`config.mk`:
```
export PLATFORM = sky130hd
export DESIGN_NAME = wb_unit
export DESIGN_NICKNAME = d
export VERILOG_FILES = /design/src/rtl/wb_unit_pkg.sv /design/src/rtl/wb_ldq.sv /design/src/rtl/wb_unit.sv
export SDC_FILE = /design/constraint.sdc
export NUM_CORES = 1
export LEC_CHECK = 0
export CORE_MARGIN = 5
export CORE_UTILIZATION = 35
export DETAILED_ROUTE_END_ITERATION = 8
export PLACE_DENSITY = 0.68
export SETUP_SLACK_MARGIN = 0.3
export SYNTH_ARGS = -nofsm -noshare
export SYNTH_HDL_FRONTEND = slang
export SYNTH_HIERARCHICAL = 1
export SYNTH_SLANG_ARGS = --single-unit
```
`constraint.sdc`:
```
create_clock -name CLK -period 3.6 [get_ports CLK]
set_input_delay 0.72 -clock CLK [delete_from_list [all_inputs] [get_ports CLK]]
set_output_delay 0.72 -clock CLK [all_outputs]
set_load 0.005 [all_outputs]
```
`src/rtl/wb_unit_pkg.sv`:
```
// Shared definitions for the writeback stage: data width, register address
// width, RV32I load funct3 encodings, load-queue entry type and the load
// byte/half extraction helper.
package wb_unit_pkg;

    localparam int MXLEN      = 32;
    localparam int REG_ADDR_W = 5;

    localparam logic [2:0] F3_LB  = 3'b000;
    localparam logic [2:0] F3_LH  = 3'b001;
    localparam logic [2:0] F3_LW  = 3'b010;
    localparam logic [2:0] F3_LBU = 3'b100;
    localparam logic [2:0] F3_LHU = 3'b101;

    typedef struct packed {
        logic [REG_ADDR_W-1:0] rd;
        logic [MXLEN-1:0]      data;
    } ldq_entry_t;

    // Select the addressed byte/half of the raw memory word and extend it.
    // Any funct3 that is not a byte or half load returns the full word.
    function automatic logic [MXLEN-1:0] load_extract(
        input logic [2:0]       funct3,
        input logic [1:0]       addr_lo,
        input logic [MXLEN-1:0] data
    );
        logic [7:0]       byte_sel;
        logic [15:0]      half_sel;
        logic [MXLEN-1:0] result;
        case (addr_lo)
            2'd0:    byte_sel = data[7:0];
            2'd1:    byte_sel = data[15:8];
            2'd2:    byte_sel = data[23:16];
            default: byte_sel = data[31:24];
        endcase
        half_sel = addr_lo[1] ? data[31:16] : data[15:0];
        case (funct3)
            F3_LB:   result = {{(MXLEN-8){byte_sel[7]}}, byte_sel};
            F3_LBU:  result = {{(MXLEN-8){1'b0}}, byte_sel};
            F3_LH:   result = {{(MXLEN-16){half_sel[15]}}, half_sel};
            F3_LHU:  result = {{(MXLEN-16){1'b0}}, half_sel};
            default: result = data;
        endcase
        return result;
    endfunction

endpackage

```
`src/rtl/wb_ldq.sv`:
```
// Load-response holding queue: synchronous FIFO of {rd, data} entries with
// an occupancy count driving the full/empty flags. Pushes while full and
// pops while empty are ignored.
module wb_ldq
    import wb_unit_pkg::*;
#(
    parameter int DEPTH = 2
) (
    input  logic       CLK,
    input  logic       RST_N,
    input  logic       push,
    input  ldq_entry_t push_data,
    input  logic       pop,
    output ldq_entry_t head,
    output logic       full,
    output logic       empty
);

    localparam int AW = $clog2(DEPTH);
    localparam logic [AW:0] FULL_CNT = (AW+1)'(DEPTH);

    ldq_entry_t    mem [DEPTH];
    logic [AW-1:0] wr_ptr;
    logic [AW-1:0] rd_ptr;
    logic [AW:0]   count;
    logic          push_ok;
    logic          pop_ok;

    assign full    = (count == FULL_CNT);
    assign empty   = (count == '0);
    assign push_ok = push && !full;
    assign pop_ok  = pop && !empty;
    assign head    = mem[rd_ptr];

    // Storage array; contents are only meaningful between pointers, so no reset.
    always_ff @(posedge CLK) begin
        if (push_ok) begin
            mem[wr_ptr] <= push_data;
        end
    end

    // Pointers wrap naturally because DEPTH is a power of two.
    always_ff @(posedge CLK or negedge RST_N) begin
        if (!RST_N) begin
            wr_ptr <= '0;
            rd_ptr <= '0;
            count  <= '0;
        end else begin
            if (push_ok) wr_ptr <= wr_ptr + 1'b1;
            if (pop_ok)  rd_ptr <= rd_ptr + 1'b1;
            case ({push_ok, pop_ok})
                2'b10:   count <= count + 1'b1;
                2'b01:   count <= count - 1'b1;
                default: count <= count;
            endcase
        end
    end

endmodule

```
`src/rtl/wb_unit.sv`:
```
// Writeback stage: merges ALU results and queued load responses into one
// registered register-file write per cycle, and tracks outstanding loads in
// a per-register scoreboard for RAW hazard detection.
// Optional macro WB_BYPASS_EN adds byp_data1/2 and byp_hit1/2 forwarding
// outputs from the registered write port.
module wb_unit
    import wb_unit_pkg::*;
#(
    parameter int LDQ_DEPTH = 2,
    parameter int REG_NUM   = 32
) (
    input  logic                  CLK,
    input  logic                  RST_N,
    input  logic                  exception,
    input  logic                  iss_valid,
    input  logic [REG_ADDR_W-1:0] iss_rd,
    input  logic                  alu_valid,
    input  logic [REG_ADDR_W-1:0] alu_rd,
    input  logic [MXLEN-1:0]      alu_data,
    input  logic                  ld_valid,
    output logic                  ld_ready,
    input  logic [REG_ADDR_W-1:0] ld_rd,
    input  logic [2:0]            ld_funct3,
    input  logic [1:0]            ld_addr_lo,
    input  logic [MXLEN-1:0]      ld_data,
    input  logic [REG_ADDR_W-1:0] r_addr1,
    input  logic [REG_ADDR_W-1:0] r_addr2,
    output logic                  hazard1,
    output logic                  hazard2,
    output logic                  reg_write,
    output logic [REG_ADDR_W-1:0] w_addr,
    output logic [MXLEN-1:0]      w_data
`ifdef WB_BYPASS_EN
    ,
    output logic [MXLEN-1:0]      byp_data1,
    output logic [MXLEN-1:0]      byp_data2,
    output logic                  byp_hit1,
    output logic                  byp_hit2
`endif
);

    logic         alu_win;
    logic         ldq_push;
    logic         ldq_pop;
    logic         ldq_full;
    logic         ldq_empty;
    ldq_entry_t   push_entry;
    ldq_entry_t   ldq_head;
    logic [REG_NUM-1:0] busy;
    logic [REG_NUM-1:0] busy_nxt;

    // An exception kills the ALU result; the queue only drains on ALU-idle cycles.
    assign alu_win    = alu_valid && !exception;
    assign ld_ready   = !ldq_full;
    assign ldq_push   = ld_valid && ld_ready;
    assign ldq_pop    = !alu_win && !ldq_empty;
    assign push_entry = '{rd: ld_rd, data: load_extract(ld_funct3, ld_addr_lo, ld_data)};

    wb_ldq #(
        .DEPTH (LDQ_DEPTH)
    ) u_ldq (
        .CLK       (CLK),
        .RST_N     (RST_N),
        .push      (ldq_push),
        .push_data (push_entry),
        .pop       (ldq_pop),
        .head      (ldq_head),
        .full      (ldq_full),
        .empty     (ldq_empty)
    );

    // Registered write port: ALU first, then queue head; address/data hold when idle.
    always_ff @(posedge CLK or negedge RST_N) begin
        if (!RST_N) begin
            reg_write <= 1'b0;
            w_addr    <= '0;
            w_data    <= '0;
        end else if (alu_win) begin
            reg_write <= 1'b1;
            w_addr    <= alu_rd;
            w_data    <= alu_data;
        end else if (!ldq_empty) begin
            reg_write <= 1'b1;
            w_addr    <= ldq_head.rd;
            w_data    <= ldq_head.data;
        end else begin
            reg_write <= 1'b0;
        end
    end

    // Scoreboard next state: the clear from a pop is applied first so a
    // same-cycle reissue of that register leaves it busy.
    always_comb begin
        busy_nxt = busy;
        if (ldq_pop) begin
            busy_nxt[ldq_head.rd] = 1'b0;
        end
        if (iss_valid && !exception && (iss_rd != '0)) begin
            busy_nxt[iss_rd] = 1'b1;
        end
    end

    // Scoreboard register.
    always_ff @(posedge CLK or negedge RST_N) begin
        if (!RST_N) begin
            busy <= '0;
        end else begin
            busy <= busy_nxt;
        end
    end

    assign hazard1 = busy[r_addr1] && (r_addr1 != '0);
    assign hazard2 = busy[r_addr2] && (r_addr2 != '0);

`ifdef WB_BYPASS_EN
    assign byp_hit1  = reg_write && (w_addr == r_addr1) && (r_addr1 != '0);
    assign byp_hit2  = reg_write && (w_addr == r_addr2) && (r_addr2 != '0);
    assign byp_data1 = byp_hit1 ? w_data : '0;
    assign byp_data2 = byp_hit2 ? w_data : '0;
`endif

endmodule

```
==> run_results.csv, run 1 <==
group,metric,value,unit
cells_and_area,nets,842,
power_and_ir_drop,p_leak,3.76,nW
clock_tree,cts_buffer_depth,2,
drt,viasPerCell,5.15,
global_routing,busiest_layer,"met2",
global_routing,use_met2,25.1,%
timing,worstMarginPinSlew,993,ps
timing,finClkSkew,7.60,ps
power_and_ir_drop,intPower,4.94,mW
synthesis,syn_area_per_cell,12.3,um2
clock_tree,ctsHoldBuffers,0,
power_and_ir_drop,p_sw,2.11,mW
drt,antenna_left,0,
critical_path,crit_type,"input pin to primary output",
synthesis,ys_warn_count,6,
timing,fmax,309,MHz
clock_tree,cts_tree,"yes",
global_routing,grt_max_degree,75,
synthesis,synth.most_common_cell,"o21ai_0",
timing,fin_crit,3240,ps
clock_tree,cts_num_sinks,148,
die,coreArea,20800,um2
cells_and_area,num_antenna_cells,0,
drt,wl_per_cell,18.1,um
clock_tree,root_buffer,"clkbuf_16",
die,die_w,155,um
critical_path,critical_path_required,2880,ps
drt,drt_wl_total,18700,um
power_and_ir_drop,p_total,7.05,mW
global_routing,grt_antenna_before_repair,1,
clock_tree,cts_max_level,4,
timing,final.setup.tns,0,ps
power_and_ir_drop,clockPowerShare,27.4,%
critical_path,crit_path_end_kind,"primary output",
synthesis,ys_ff_latch,148,
synthesis,synth_commonest_cells,"100 x o21ai_0, 82 x nand2_1, 74 x dfrtp_1, 74 x edfxtp_1, 55 x mux2i_1",
die,initial_utilization,35.2,%
clock_tree,cts_buffers,17,
timing,fin_ws,361,ps
placed_design,gp_congestion,0.892,
hold_path,holdCritPathClass,"input pin to asynchronous set/reset pin",
synthesis,async_reset_ff_share,50.0,%
synthesis,syn_nets,697,
timing,grt_setup_unrepaired,"false",
timing,slew_headroom,33.8,%
timing,period_share,90.0,%
global_routing,grt.overflow.total,0,
critical_path,cp_max_fo,2,
clock_tree,clk_pin_slew_worst_paths,60,ps
drt,vias,5295,
global_routing,grt_pass1_wl,29400,um
timing,finalSetupViolCount,0,
synthesis,synth_ff_type,"edfxtp_1",
cells_and_area,final-seq-area,4080,um2
global_routing,first_global_vias,5424,
global_routing,grt_util_met3,4.73,%
cells_and_area,multi_input_area,3050,um2
global_routing,met1_usage,21.1,%
synthesis,yosys-top-cells-area,"edfxtp_1 30%, dfrtp_1 25%, mux2i_1 7.5%",
critical_path,reg2reg_depth,5,
timing,drv_slew,0,
synthesis,yosysSeqAreaShare,55.5,%
power_and_ir_drop,sw_frac_of_total,30.0,%
synthesis,yosysUniqueCellTypes,49,
die,rows,53,
power_and_ir_drop,comb_power_share,34.0,%
critical_path,crit_arrival,2520,ps
synthesis,synth_edf_count,74,
die,fp.dieH,155,um
die,die_area,24000,um2
synthesis,yosys.area.top_type,"edfxtp_1",
placed_design,portBuffers,140,
power_and_ir_drop,power_frac_seq,38.6,%
drt,first_pass_iters,5,
power_and_ir_drop,power.density,725,nW/um2
critical_path,start_kind,"input pin",
clock_tree,insertion_delay,420,ps
drt,drc_errors,0,
synthesis,yosysTopAreaCellShare,30.3,%
status,status,"finished clean",
cells_and_area,area_growth,32.4,%
global_routing,grt_usage,15.8,%
drt,first_iter_violations,331,
cells_and_area,layout-drive-gt1-share,15.5,%
timing,hold_violations,0,
synthesis,syn_area,7340,um2
die,num_io_pins,141,
placed_design,dp_hpwl,13400,um
power_and_ir_drop,ir_drop,0.391,mV
placed_design,pre_cts_ws,62.6,ps
cells_and_area,fillers,1896,
synthesis,synth_cells,596,
run,cap_violations,0,
[path summary, 6_finish.rpt]
path,start,end,slack [ps]
setup / recovery,r_addr1[1],hazard1,360
hold / removal,RST_N,w_data[10]$_DFFE_PN0P_,460
setup reg to reg,u_ldq/rd_ptr$_DFFE_PN0P_,busy[6]$_DFF_PN0_,1450
hold reg to reg,busy[0]$_DFF_PN0_,busy[0]$_DFF_PN0_,510
max in group asynchronous,RST_N,u_ldq/rd_ptr$_DFFE_PN0P_,2430
min in group CLK,busy[0]$_DFF_PN0_,busy[0]$_DFF_PN0_,510
[cell usage in the layout, fill, tap and decap left out, drive strengths merged, types with 6 or more instances in the layout]
| cell | n |
|---|---|
| dfrtp | 74 |
| clkdlybuf4s50 | 132 |
| nand2b | 7 |
| nand3 | 16 |
| buf | 24 |
| a221o | 7 |
| clkbuf | 21 |
| o21ai | 102 |
| nor2b | 6 |
| nor2 | 9 |
| mux2i | 55 |
| o22a | 14 |
| mux4 | 12 |
| edfxtp | 74 |
| mux2 | 42 |
| nand2 | 82 |
| nand3b | 17 |
[final cells by class]
class / count / area share [%]
Sequential cell: 148 / 41.9
Multi-Input combinational cell: 407 / 31.3
Timing Repair Buffer: 163 / 16.4
Clock buffer: 21 / 4.63
Tap cell: 275 / 3.54
Clock inverter: 11 / 2.05
Inverter: 4 / 0.154
[power groups by stage]
stage	registers [mW]	clock network, mW	logic [mW]
floorplan	2.67	0	1.42
global placement	2.73	0	2.37
detailed placement	2.75	0	2.41
CTS	2.72	1.96	2.43
global route	2.79	2.05	2.62
finish	2.72	1.93	2.40
[per-stage QoR]
stage	cell area, um2	hold WS, ps	instances	utilization, %
2_1_floorplan	7340	424	596	-
3_5_place_dp	9000	500	991	43.2
4_1_cts	9680	506	1026	46.5
6_report	9720	461	1029	46.7
5_1_grt	9720	543	1029	46.7
3_3_place_gp	9000	509	991	43.2
[logic make-up (layout without fill, tap and decap cells)]
family	after synthesis	after routing	synth area share [%]
AO/OA/AOI/OAI	137	137	11.1
XOR/XNOR	5	5	0.597
adder cells (fa/ha/maj)	1	1	0.170
buffers and inverters	41	199	3.34
flip-flops	148	148	55.5
multiplexers	109	109	18.9
AND/OR/NAND/NOR	155	155	10.4
[registers in the layout, summed over array words and instances, names as in the netlist]
name,flops
busy,32
reg_write,1
u_ldq/count,2
u_ldq/mem,74
u_ldq/rd_ptr,1
u_ldq/wr_ptr,1
w_addr,5
w_data,32
[worst max-delay path, cell delays in order]
cell	delay (ps)
clkdlybuf4s15_1	230
mux4_1	550
nand2b_1	150
nand3_1	70
o21ai_1	60
or3_1	300
clkdlybuf4s50_1	450
[what timing repair did]
| item | 4_1_cts | 5_1_grt |
|---|---|---|
| pin swaps | 0 | 0 |
| endpoints found under the setup margin | 2 | 2 |
| endpoints found under the hold margin | 0 | 0 |
| buffers inserted | 3 | 3 |
| resized for setup | 13 | 7 |
[per-layer routing]
layer  share of wire (%)  routed length (um)  vias to the layer above
li1                    -                   -                     2516
met4                 1.3                 242                        2
met2                  47                8690                      218
met1                  44                8220                     2537
met3                 8.1                1520                       22
met5               0.070                  13                        -
Note: power is estimated with default switching activity, not from simulation.
==> inputs of run 2 (changes only) <==
--- a/config.mk
+++ b/config.mk
@@ -10,6 +10,7 @@
 export DETAILED_ROUTE_END_ITERATION = 8
 export PLACE_DENSITY = 0.68
 export SETUP_SLACK_MARGIN = 0.3
+export SKIP_LAST_GASP = 1
 export SYNTH_ARGS = -nofsm -noshare
 export SYNTH_HDL_FRONTEND = slang
 export SYNTH_HIERARCHICAL = 1
==> results of run 2 <==
Same layout as run 1: the final DEF is identical, and so are final timing and power.
